`src/rtl/l1_pkg.sv`:
```
// l1_pkg: shared widths, L1 address/return-entry types and FIFO sizing helper for the L1 read-data return path
package l1_pkg;

    localparam int nstrms       = 64;
    localparam int nstrms_width = $clog2(nstrms);
    localparam int ptr_width    = 1;
    localparam int data_width   = 64;
    localparam int addr_width   = nstrms_width + ptr_width;

    typedef struct packed {
        logic [nstrms_width-1:0] sid;
        logic [ptr_width-1:0]    ptr;
    } l1_addr_t;

    typedef struct packed {
        logic [data_width-1:0]   data;
        logic [nstrms_width-1:0] sid;
    } l1_ret_t;

    // Smallest return FIFO that sustains one read per cycle for a given BRAM latency
    function automatic int min_fifo_depth(input int bram_lat);
        return bram_lat + 2;
    endfunction

endpackage

```
`src/rtl/l1_rd_data_ret_if.sv`:
```
// l1_rd_data_ret_if: address, BRAM and AFU read-data handshakes of the L1 read-data return stage
interface l1_rd_data_ret_if;
    import l1_pkg::*;

    logic                    i_addr_v;
    logic                    i_addr_r;
    logic [ptr_width-1:0]    i_addr_ptr;
    logic [nstrms_width-1:0] i_addr_sid;
    logic                    o_bram_re;
    logic [addr_width-1:0]   o_bram_addr;
    logic [data_width-1:0]   i_bram_data;
    logic                    o_rd_v;
    logic                    o_rd_r;
    logic [data_width-1:0]   o_rd_data;
    logic [nstrms_width-1:0] o_rd_sid;

    modport master (
        output i_addr_v, i_addr_ptr, i_addr_sid, i_bram_data, o_rd_r,
        input  i_addr_r, o_bram_re, o_bram_addr, o_rd_v, o_rd_data, o_rd_sid
    );

    modport slave (
        input  i_addr_v, i_addr_ptr, i_addr_sid, i_bram_data, o_rd_r,
        output i_addr_r, o_bram_re, o_bram_addr, o_rd_v, o_rd_data, o_rd_sid
    );

endinterface

```
`src/rtl/l1_ret_fifo.sv`:
```
// l1_ret_fifo: first-word-fall-through circular FIFO; head reads as zero while empty so nothing stale is ever shown
module l1_ret_fifo #(
    parameter int width = 8,
    parameter int depth = 4
) (
    input  logic                       clk,
    input  logic                       reset,
    input  logic                       push,
    input  logic [width-1:0]           din,
    input  logic                       pop,
    output logic [width-1:0]           dout,
    output logic                       full,
    output logic                       empty,
    output logic [$clog2(depth+1)-1:0] count
);

    localparam int pw = depth > 1 ? $clog2(depth) : 1;
    localparam int cw = $clog2(depth + 1);

    logic [width-1:0] mem_q [depth];
    logic [width-1:0] mem_d [depth];
    logic [pw-1:0]    wr_q, wr_d, rd_q, rd_d;
    logic [cw-1:0]    cnt_q, cnt_d;
    logic             do_pop;

    function automatic logic [pw-1:0] nxt(input logic [pw-1:0] p);
        return p == pw'(depth - 1) ? '0 : p + 1'b1;
    endfunction

    // Pointer wrap, occupancy and storage update; a pop on empty is ignored
    always_comb begin
        empty  = cnt_q == '0;
        full   = cnt_q == cw'(depth);
        count  = cnt_q;
        do_pop = pop & ~empty;
        mem_d  = mem_q;
        if (push) mem_d[wr_q] = din;
        wr_d   = push ? nxt(wr_q) : wr_q;
        rd_d   = do_pop ? nxt(rd_q) : rd_q;
        cnt_d  = (push & ~do_pop) ? cnt_q + 1'b1 : ((~push & do_pop) ? cnt_q - 1'b1 : cnt_q);
        dout   = empty ? '0 : mem_q[rd_q];
    end

    // Storage and pointer registers
    always_ff @(posedge clk or posedge reset) begin
        if (reset) begin
            mem_q <= '{default: '0};
            wr_q  <= '0;
            rd_q  <= '0;
            cnt_q <= '0;
        end else begin
            mem_q <= mem_d;
            wr_q  <= wr_d;
            rd_q  <= rd_d;
            cnt_q <= cnt_d;
        end
    end

endmodule

```
`src/rtl/l1_rd_data_ret.sv`:
```
// l1_rd_data_ret: credit-protected L1 BRAM read issue and in-order data return to the AFU.
// Optional event counters are built when L1_RD_DATA_RET_COUNTERS_EN is defined.
module l1_rd_data_ret
    import l1_pkg::*;
#(
    parameter int bram_lat   = 2,
    parameter int fifo_depth = 4
) (
    input  logic             clk,
    input  logic             reset,
    l1_rd_data_ret_if.slave  bus,
    output logic             o_idle
`ifdef L1_RD_DATA_RET_COUNTERS_EN
    ,
    output logic [31:0]      o_cnt_acc,
    output logic [31:0]      o_cnt_pop,
    output logic [31:0]      o_cnt_stall
`endif
);

    localparam int cnt_width = $clog2(fifo_depth + 1);

    logic [cnt_width-1:0]    credit_q, credit_d;
    logic [bram_lat-1:0]     vld_q, vld_d;
    logic [nstrms_width-1:0] sid_q [bram_lat];
    logic [nstrms_width-1:0] sid_d [bram_lat];
    logic                    acc, pop, full, empty;
    logic [cnt_width-1:0]    fifo_cnt;
    l1_addr_t                addr;
    l1_ret_t                 push_ent, head;

    // Credit-gated accept, BRAM issue (address zeroed when idle) and credit accounting
    always_comb begin
        addr            = '{sid: bus.i_addr_sid, ptr: bus.i_addr_ptr};
        bus.i_addr_r    = credit_q != '0;
        acc             = bus.i_addr_v & (credit_q != '0);
        pop             = ~empty & bus.o_rd_r;
        bus.o_bram_re   = acc;
        bus.o_bram_addr = acc ? addr : '0;
        credit_d        = (acc & ~pop) ? credit_q - 1'b1 : ((~acc & pop) ? credit_q + 1'b1 : credit_q);
        o_idle          = credit_q == cnt_width'(fifo_depth);
    end

    // Latency pipe tracks which cycles carry BRAM data and for which stream; head of FIFO drives the AFU
    always_comb begin
        vld_d    = '0;
        sid_d    = sid_q;
        vld_d[0] = acc;
        sid_d[0] = acc ? bus.i_addr_sid : '0;
        for (int i = 1; i < bram_lat; i++) begin
            vld_d[i] = vld_q[i-1];
            sid_d[i] = sid_q[i-1];
        end
        push_ent      = '{data: bus.i_bram_data, sid: sid_q[bram_lat-1]};
        bus.o_rd_v    = ~empty;
        bus.o_rd_data = head.data;
        bus.o_rd_sid  = head.sid;
    end

    // Credit and latency-pipe registers; reset drops anything in flight
    always_ff @(posedge clk or posedge reset) begin
        if (reset) begin
            credit_q <= cnt_width'(fifo_depth);
            vld_q    <= '0;
            sid_q    <= '{default: '0};
        end else begin
            credit_q <= credit_d;
            vld_q    <= vld_d;
            sid_q    <= sid_d;
        end
    end

    l1_ret_fifo #(
        .width ($bits(l1_ret_t)),
        .depth (fifo_depth)
    ) u_fifo (
        .clk   (clk),
        .reset (reset),
        .push  (vld_q[bram_lat-1]),
        .din   (push_ent),
        .pop   (pop),
        .dout  (head),
        .full  (full),
        .empty (empty),
        .count (fifo_cnt)
    );

    a_credit_max: assert property (@(posedge clk) disable iff (reset)
        credit_q <= cnt_width'(fifo_depth));
    a_credit_overflow: assert property (@(posedge clk) disable iff (reset)
        !(pop && !acc && credit_q == cnt_width'(fifo_depth)));
    a_push_full: assert property (@(posedge clk) disable iff (reset)
        !(vld_q[bram_lat-1] && full && !pop));
    a_conserve: assert property (@(posedge clk) disable iff (reset)
        int'(fifo_cnt) + $countones(vld_q) + int'(credit_q) == fifo_depth);

`ifdef L1_RD_DATA_RET_COUNTERS_EN
    logic [31:0] cnt_acc_q, cnt_acc_d, cnt_pop_q, cnt_pop_d, cnt_stall_q, cnt_stall_d;

    // Free-running event counters, wrapping modulo 2^32
    always_comb begin
        cnt_acc_d   = cnt_acc_q + 32'(acc);
        cnt_pop_d   = cnt_pop_q + 32'(pop);
        cnt_stall_d = cnt_stall_q + 32'(bus.i_addr_v & (credit_q == '0));
        o_cnt_acc   = cnt_acc_q;
        o_cnt_pop   = cnt_pop_q;
        o_cnt_stall = cnt_stall_q;
    end

    // Counter registers
    always_ff @(posedge clk or posedge reset) begin
        if (reset) begin
            cnt_acc_q   <= '0;
            cnt_pop_q   <= '0;
            cnt_stall_q <= '0;
        end else begin
            cnt_acc_q   <= cnt_acc_d;
            cnt_pop_q   <= cnt_pop_d;
            cnt_stall_q <= cnt_stall_d;
        end
    end
`endif

endmodule

```
`src/flat_wrapper.sv`:
```
// flat-port wrapper written by rule: the top's interface ports become plain ports
module l1_rd_data_ret_flat import l1_pkg::*;
#(
    parameter int bram_lat   = 2,
    parameter int fifo_depth = 4
)
  (clk, reset, o_idle, bus_i_addr_v, bus_i_addr_ptr, bus_i_addr_sid, bus_i_bram_data, bus_o_rd_r, bus_i_addr_r, bus_o_bram_re, bus_o_bram_addr, bus_o_rd_v, bus_o_rd_data, bus_o_rd_sid);
  l1_rd_data_ret_if bus_i ();
  input  logic clk;
  input  logic reset;
  output logic o_idle;
  input wire logic [$bits(bus_i.i_addr_v)-1:0] bus_i_addr_v;
  input wire logic [$bits(bus_i.i_addr_ptr)-1:0] bus_i_addr_ptr;
  input wire logic [$bits(bus_i.i_addr_sid)-1:0] bus_i_addr_sid;
  input wire logic [$bits(bus_i.i_bram_data)-1:0] bus_i_bram_data;
  input wire logic [$bits(bus_i.o_rd_r)-1:0] bus_o_rd_r;
  output wire logic [$bits(bus_i.i_addr_r)-1:0] bus_i_addr_r;
  output wire logic [$bits(bus_i.o_bram_re)-1:0] bus_o_bram_re;
  output wire logic [$bits(bus_i.o_bram_addr)-1:0] bus_o_bram_addr;
  output wire logic [$bits(bus_i.o_rd_v)-1:0] bus_o_rd_v;
  output wire logic [$bits(bus_i.o_rd_data)-1:0] bus_o_rd_data;
  output wire logic [$bits(bus_i.o_rd_sid)-1:0] bus_o_rd_sid;
  assign bus_i.i_addr_v = bus_i_addr_v;
  assign bus_i.i_addr_ptr = bus_i_addr_ptr;
  assign bus_i.i_addr_sid = bus_i_addr_sid;
  assign bus_i.i_bram_data = bus_i_bram_data;
  assign bus_i.o_rd_r = bus_o_rd_r;
  assign bus_i_addr_r = bus_i.i_addr_r;
  assign bus_o_bram_re = bus_i.o_bram_re;
  assign bus_o_bram_addr = bus_i.o_bram_addr;
  assign bus_o_rd_v = bus_i.o_rd_v;
  assign bus_o_rd_data = bus_i.o_rd_data;
  assign bus_o_rd_sid = bus_i.o_rd_sid;
  l1_rd_data_ret #(.bram_lat(bram_lat), .fifo_depth(fifo_depth)) u_core (.clk(clk), .reset(reset), .bus(bus_i), .o_idle(o_idle));
endmodule
```
`config.mk`:
```
export PLATFORM = sky130hd
export DESIGN_NAME = l1_rd_data_ret_flat
export DESIGN_NICKNAME = d
export VERILOG_FILES = /design/src/rtl/l1_pkg.sv /design/src/rtl/l1_rd_data_ret_if.sv /design/src/rtl/l1_ret_fifo.sv /design/src/rtl/l1_rd_data_ret.sv /design/src/flat_wrapper.sv
export SDC_FILE = /design/constraint.sdc
export NUM_CORES = 1
export LEC_CHECK = 0
export ABC_AREA = 1
export BUFFER_PORTS_ARGS = -buffer_cell sky130_fd_sc_hd__buf_2
export CORE_UTILIZATION = 35
export DETAILED_ROUTE_END_ITERATION = 16
export PLACE_DENSITY = 0.61
export SLEW_MARGIN = 5
export SYNTH_ARGS = -nofsm -noshare
export SYNTH_HDL_FRONTEND = slang
export SYNTH_SLANG_ARGS = --single-unit
```
`constraint.sdc`:
```
create_clock -name clk -period 11.9 [get_ports clk]
set_clock_uncertainty 0.2 [all_clocks]
set_input_delay 1.19 -clock clk [delete_from_list [all_inputs] [get_ports clk]]
set_output_delay 1.19 -clock clk [all_outputs]
set_load 0.05 [all_outputs]
```
# Yosys cells after proc, flatten, opt, wreduce, memory -nomap -nowiden
# Cells that the tools add are included.
# classes
n_mux	15
n_reduce_logical	5
multipliers	0
bitwise	14
n_div	0
n_eq_ne	3
order_cmp	3
add_sub_neg	6
shift	0
# ops
operator	n
280-bit bitwise mux	1
70-bit two-way mux	4
70-bit binary-select mux with 2-bit select	1
70-bit demux with 2-bit select	1
3-bit two-way mux	4
1-bit bitwise AND	7
7-bit two-way mux	1
3-bit by 1-bit adder with 3-bit output (second input constant)	2
3-bit >= comparator (second input constant)	2
6-bit two-way mux	1
2-bit inverter with 3-bit output	2
3-bit by 1-bit subtractor with 3-bit output (second input constant)	2
1-bit inverter	5
2-bit by 1-bit adder with 2-bit output (second input constant)	2
2-bit equality test (second input constant)	2
2-bit two-way mux	2
2-bit nonzero test	2
3-bit equality test (second input constant)	1
3-bit zero test	1
3-bit by 1-bit less-than comparator with 1-bit output (second input constant)	1
3-bit nonzero test	1
1-bit logical AND	1
# word_totals
mem_bits_rw	0
latch_bits	0
mem_bits_ro	0
output_inout_bits	81
mem_count	0
input_bits	75
regBits	304

# Depth between registers and ports, before layout
# Gate-level depths: netlist of run 1.
# logic_depth
ltp_word	7
ltp_mapped	12

# Hierarchy
# A second synthesis of run 1 with hierarchy kept.
# unflattened
cells_unflattened	1908
area_unflattened_um2	14980.6
# by_module_without_submodules
mod	instances	area_per_inst_um2	seq_area_each_um2	cells_per_inst
l1_ret_fifo	1	14302.5	7181.9	1846
l1_rd_data_ret	1	678.2	426.7	62

# Least setup slack after synthesis of run 1
# OpenSTA, ideal clock, no wires.
# synth_path
kind	input port to output port
start	in bus_i_addr_v
end	out bus_o_bram_addr[0]
path_buffers	0
arrival_ps	2023
path_stages	2
setup_slack_ps	8487
required_time_ps	10510
cell_sequence	nand2_1 nor2_1
# synth_between
elab_chain_len	2
# synth_lines
item	line	rtl
start, declared	flat_wrapper.sv:12	input wire logic [$bits(bus_i.i_addr_v)-1:0] bus_i_addr_v;
1-bit bitwise AND	l1_rd_data_ret.sv:36	acc = bus.i_addr_v & (credit_q != '0);
7-bit two-way mux	l1_rd_data_ret.sv:39	bus.o_bram_addr = acc ? addr : '0;
end, declared	flat_wrapper.sv:19	output wire logic [$bits(bus_i.o_bram_addr)-1:0] bus_o_bram_addr;
# No other way between the ends.

# Worst setup path after layout of run 1
# layout_path
start	reg u_core.u_fifo.rd_q[0]
end	out bus_o_rd_data[12]
# layout_between
elab_chain_len	5
# layout_lines
item	line	rtl
start, declared	l1_ret_fifo.sv:22	logic [pw-1:0] wr_q, wr_d, rd_q, rd_d;
start signal, assigned	l1_ret_fifo.sv:54	rd_q <= rd_d;
2-bit inverter with 3-bit output (not written as such)	l1_ret_fifo.sv:41	dout = empty ? '0 : mem_q[rd_q];
70-bit binary-select mux with 2-bit select	l1_ret_fifo.sv:41	
70-bit two-way mux (not written as such) (2 in series)	l1_ret_fifo.sv:41	
70-bit two-way mux	l1_ret_fifo.sv:41	
end, declared	flat_wrapper.sv:21	output wire logic [$bits(bus_i.o_rd_data)-1:0] bus_o_rd_data;
# No other way between the ends. The select of a mux whose other input is x is not followed.

==> results of run 1 <==
[synthesized netlist by cell type (7+ instances only)]
cell type	count
nand2_1	580
inv_1	371
dfrtp_1	303
o21ai_0	146
nand3_1	144
o21ai_1	121
a21oi_1	70
buf_6	46
clkbuf_1	38
buf_2	27
o21ai_2	17
nor2_1	9
buf_4	7
ha_1	7
[critical path, stage by stage (launching register included)]
cell     delay, ns
dfrtp_4       0.69
inv_4         0.59
buf_4         0.79
nand2_1       0.13
nand3_1       0.11
a21oi_1       0.12
buf_2         0.28
[metrics by stage]
stage / setup WS, ns / instance area (sq um) / total power [mW]
2_1_floorplan: 2.109 / 14830 / 1.078
4_1_cts: 7.085 / 16760 / 2.248
6_report: 7.155 / 16760 / 2.208
3_3_place_gp: 7.717 / 15550 / 1.103
5_1_grt: 6.925 / 16760 / 2.297
3_5_place_dp: 7.707 / 15550 / 1.103
[power breakdown]
group / internal, mW / total [mW] / switching, mW / leakage (nW)
clock: 0.696 / 1.13 / 0.429 / 0.592
combinational: 0.0111 / 0.0482 / 0.0371 / 7.09
sequential: 1.03 / 1.03 / 0 / 2.90
total: 1.74 / 2.21 / 0.466 / 10.6
[cells by family (layout without fill, tap and decap cells)]
logic type / after synthesis / count (layout) / synth area share, %
AOI/OAI and AO/OA: 354 / 354 / 12.38
xor gates and xnor gates: 2 / 2 / 0.1182
adders and majority gates: 9 / 9 / 0.8608
buffers and inverters: 493 / 603 / 15.22
DFF: 304 / 304 / 51.32
and+or+nand+nor: 741 / 741 / 20.10
[placed cells by master (no fill, tap or decap), types with 10 or more instances in the layout]
cell type and instances:
dfrtp_1 301, clkbuf_1 10, buf_2 155, o21ai_2 17
inv_1 370, a21oi_1 70, nand2_1 580, o21ai_1 121
clkbuf_16 37, nand3_1 144, o21ai_0 146
[area by class of cell]
class / count / area, sq um
fill: 4367 / 25100
sequential: 304 / 7614
multi-input combinational: 1106 / 4981
inverter: 374 / 1414
clock buffer: 53 / 1046
timing repair buffer: 165 / 863.3
tap: 539 / 674.4
clock inverter: 11 / 165.2
[worst paths after layout]
path                                            endpoint  cells past startpoint                  start
worst max-delay path                   bus_o_rd_data[12]                      6  u_core.u_fifo.rd_q[0]
worst min-delay path                  u_core.push_ent[3]                      0        u_core.sid_d[3]
worst max register to register   u_core.u_fifo.mem_q[93]                      6  u_core.u_fifo.wr_q[0]
worst min register to register        u_core.push_ent[3]                      0        u_core.sid_d[3]
max in group asynchronous       u_core.u_fifo.mem_q[109]                      3                  reset
min in group asynchronous             u_core.credit_q[1]                      2                  reset
[layer usage]
metal,vias up,global-route usage [%],part of all wire (%)
met5,-,0,0.066
met4,4,4.291,1.6
met3,46,3.646,4.9
met2,225,28.73,47
met1,5476,23.09,47
li1,5965,-,-
[state kept, by name, indices dropped and copies added, names as in the netlist]
signal               count
u_core.u_fifo.mem_q    280
u_core.push_ent          6
u_core.sid_d             6
u_core.credit_q          3
u_core.u_fifo.count      3
u_core.u_fifo.rd_q       2
u_core.u_fifo.wr_q       2
u_core.vld_q             2
==> reports/summary.txt, run 1 <==
status - finished, final reports clean
routed vias/inst - 4.591
required time at the endpoint of the critical path - 10.51 ns
maximum VDD drop - 0.09006 mV
Post-Route WL - 36200 microns
GRT Util Overall - 17.34%
final hold violations - 0
total clock sinks - 304
post-synthesis async set-or-reset flop share - 100.0%
most area-hungry cell type in the Yosys netlist - dfrtp_1
Min Clock Period, post-route - 4.745 ns
quantity of hold-fixing buffers added after cts - 0
max cap viols - 0
1st-iter DRT viols - 868
GRT Residual Overflow - 0
post-layout utilization of the core - 40.04%
routed len/inst - 14.18 microns
Antenna Nets Post-Route - 0
DRC violation count after routing - 0
Fmax - 210.7 MHz
Buffers on Ports - 155
count of distinct cell types in the synthesized netlist - 23
final-report max-slew violation count - 0
first-pass GRT wire length - 60530 microns
RSZ-0062 raised after global routing - false
sort of element at the end of the critical path - output pin
pin count of the biggest net entering global routing - 175
EDFF count, synth - 0
clock transition at the register clock pins on the worst setup and hold paths after CTS - 0.06 ns
later-pin clock latency in the skew report - 0.54 ns
Min-Delay Path Class - flop to flop
Core Region - 0.04185 sq mm
count of H-tree levels built during CTS - 2
critical path class - flop to output pin
final critical-path share of the clock period - 39.88%
# diodes - 0
worst hold slack across all endpoints - 0.1452 ns
total negative slack - 0 ns
share of layout cells above drive strength 1 - 12.32%
Detail Placement HPWL - 20560 microns
final net count - 2071
top cells by area, synth - dfrtp_1, nand2_1, inv_1
placed cell count - 2488
total CTS buffers - 36
final count of negative-setup-slack endpoints - 0
total number of placement rows - 75
number of antenna violations at the first check in global routing - 2
largest fanout on the critical path - 78
layout overhead on the synthesized area - 13.03%
Post-Syn Nets - 1987
clock tree from TritonCTS - done
count of instances resized after the clock tree is built - 0
via count - 11720
tightest slew margin relative to the limit - 22.38%
Post-Layout Cell Count - 2552
number of detailed-route iterations in the first pass - 5
syn_area_per_cell - 7.791 sq um
area of the mapped netlist - 0.01483 sq mm
pin slew with the least headroom to its limit - 1.164 ns
type of origin of the critical path - flop
initial standard-cell utilization of the core - 35.42%
leakage component of the power - 10.58 nW
vertical die dimension - 207.8 microns
post-synth top area share - 51.14%
Main synth FF type - dfrtp_1
post-synthesis cell count - 1903
cell area power density - 131.8 mW/mm^2
vias in the first global route - 11620
post-CTS repair timing setup buffer count - 0
register-to-register setup slack - 9.25 ns
io pins - 156
Final GP Congestion - 0.7456
worst endpoint data arrival time - 3.36 ns
maximum clock path buffer count - 3
Synth Register Bits - 304
floorplan die area - 0.04319 sq mm
post-synthesis sequential area ratio - 51.32%
die outline width - 207.8 microns
Yosys warnings - 0
root buf cell - clkbuf_16
Note: power is estimated with default switching activity, not from simulation.
==> run 2, diff against run 1 <==
clock period = 4.6 ns   (was 11.9 ns; I/O delays follow)
==> reports/summary.txt, run 2 (same netlist as run 1, synthesis figures left out) <==
floorplan die area - 0.04319 sq mm (unchanged)
layout overhead on the synthesized area - 15.52%
status - finished, final reports clean
DRC violation count after routing - 0 (unchanged)
total number of placement rows - 75 (unchanged)
number of antenna violations at the first check in global routing - 2 (unchanged)
io pins - 156 (unchanged)
GRT Residual Overflow - 0 (unchanged)
required time at the endpoint of the critical path - 3.94 ns (-6.57 ns)
vias in the first global route - 11800 (+1.5%)
post-CTS repair timing setup buffer count - 0 (unchanged)
1st-iter DRT viols - 1013 (+17%)
maximum clock path buffer count - 3 (unchanged)
dpl ws - 1.878 ns (-5.829 ns)
clock tree from TritonCTS - done
count of instances resized after the clock tree is built - 0 (unchanged)
quantity of hold-fixing buffers added after cts - 25 (+25)
critical path class - flop to output pin
Fmax - 308.1 MHz
worst hold slack across all endpoints - 0.01949 ns (-0.1257 ns)
final net count - 2104 (+1.6%)
Reg with most FFs - u_core.u_fifo.mem_q
leading cell types in the layout, fill and taps excluded - nand2_1, inv_1, dfrtp_1
Core Region - 0.04185 sq mm (unchanged)
most frequent standard cell in the layout excluding fill and tap cells - nand2_1
via count - 12030 (+2.7%)
number of detailed-route iterations in the first pass - 5 (unchanged)
root buf cell - clkbuf_16
series of cell instances along the critical path - inv_2 -> buf_12 -> nand3_1 -> a21oi_1 -> buf_2
type of origin of the critical path - flop
leakage component of the power - 10.74 nW (+1.5%)
sort of element at the end of the critical path - output pin
worst-path cell with the longest stage delay - inv_2
crit path setup slack, layout - 1.354 ns (-5.801 ns)
Antenna Nets Post-Route - 0 (unchanged)
delay of the slowest cell on the worst path - 0.67 ns (-0.12 ns)
max reg flops - 280 (unchanged)
Min-Delay Path Class - primary input to flop
RSZ-0062 raised after global routing - false
maximum VDD drop - 0.2457 mV (+170%)
Buffers on Ports - 155 (unchanged)
routed vias/inst - 4.649 (+1.3%)
register-to-register setup slack - 1.92 ns (-7.33 ns)
total CTS buffers - 37 (+2.8%)
total negative slack - 0 ns (unchanged)
final critical-path share of the clock period - 70.56%
fillers - 4262 (-2.4%)
vertical die dimension - 207.8 microns (unchanged)
final-report max-slew violation count - 0 (unchanged)
count of H-tree levels built during CTS - 2 (unchanged)
die outline width - 207.8 microns (unchanged)
routed len/inst - 14.53 microns (+2.5%)
final count of negative-setup-slack endpoints - 0 (unchanged)
pin slew with the least headroom to its limit - 1.065 ns (-0.09875 ns)
first-pass GRT wire length - 62320 microns (+3.0%)
total clock sinks - 304 (unchanged)
worst endpoint data arrival time - 2.59 ns (-0.77 ns)
Final GP Congestion - 0.7323 (-1.8%)
cell class contributing the biggest share of worst-path delay - buffers and inverters
Detail Placement HPWL - 21490 microns (+4.5%)
GRT Util Overall - 17.97% (+0.62 points)
tightest slew margin relative to the limit - 28.97% (+6.6 points)
Min Clock Period, post-route - 3.246 ns
largest fanout on the critical path - 37 (-53%)
CP bufs+invs - 3 (unchanged)
share of layout cells above drive strength 1 - 12.75% (+0.43 points)
Post-Route WL - 37620 microns (+3.9%)
pin count of the biggest net entering global routing - 126 (-28%)
final hold violations - 0 (unchanged)
later-pin clock latency in the skew report - 0.56 ns (+0.02 ns)
clock transition at the register clock pins on the worst setup and hold paths after CTS - 0.06 ns (about the same)
cell area power density - 335.1 mW/mm^2 (+150%)
max cap viols - 0 (unchanged)
initial standard-cell utilization of the core - 35.42% (unchanged)
[run 2: cell types whose count changed in the layout (fill, tap and decap cells not counted), sizes merged]
cell,delta
clkinvlp,+2
clkinv,+5
diode,+2
clkbuf,-2
inv,-1
bufinv,-2
dlygate4sd3,+25
buf,+7
[run 2: area by class of cell]
class	count	area, sq um	area share (%)
Antenna cell	2	5.005	0.02922
Tap cell	539	674.4	3.938
Clock inverter	15	167.7	0.9790
Inverter	374	1410	8.233
Sequential cell	304	7614	44.46
Multi-Input combinational cell	1106	4981	29.08
Clock buffer	51	1059	6.181
Timing Repair Buffer	197	1216	7.101
[run 2: layer usage]
metal | track usage (%) | part of all wire [%] | up-vias
li1 | - | - | 6055
met1 | 23.67 | 46 | 5662
met2 | 29.92 | 47 | 252
met3 | 3.071 | 4.1 | 63
met4 | 5.951 | 2.7 | 0
met5 | 0 | 0 | -
[run 2: where the power goes]
group | leakage (nW) | switching, mW | total, mW | internal, mW
Combinational | 7.24 | 0.100 | 0.146 | 0.0458
Sequential | 2.90 | 0 | 2.68 | 2.68
Clock | 0.600 | 1.18 | 2.92 | 1.74
Total | 10.7 | 1.28 | 5.74 | 4.46
[run 2: path summary, 6_finish.rpt]
kind                                            start                        to  cells after the start
worst max-delay path            u_core.u_fifo.rd_q[1]         bus_o_rd_data[12]                      5
worst min-delay path               bus_i_bram_data[2]  u_core.u_fifo.mem_q[218]                      3
worst max register to register  u_core.u_fifo.wr_q[0]  u_core.u_fifo.mem_q[241]                      5
worst min register to register        u_core.sid_d[1]        u_core.push_ent[1]                      0
max in group asynchronous                       reset  u_core.u_fifo.mem_q[100]                      4
min in group asynchronous                       reset    u_core.u_fifo.mem_q[1]                      3
[run 2: through the flow]
stage / std cells / cell area, sq um / total power [mW] / util, %
global route: 2588 / 17130 / 5.952 / 40.92
finish: 2588 / 17130 / 5.738 / 40.92
global placement: 2495 / 15650 / 2.857 / 37.38
CTS: 2586 / 17120 / 5.830 / 40.91
floorplan: 1903 / 14830 / 2.790 / -
detailed placement: 2495 / 15650 / 2.858 / 37.38
[run 2: worst min-delay path, delay by kind of cell]
| family | cells | cell delay (ns) |
|---|---|---|
| buf+inv | 2 | 0.16 |
| compound gates | 1 | 0.12 |
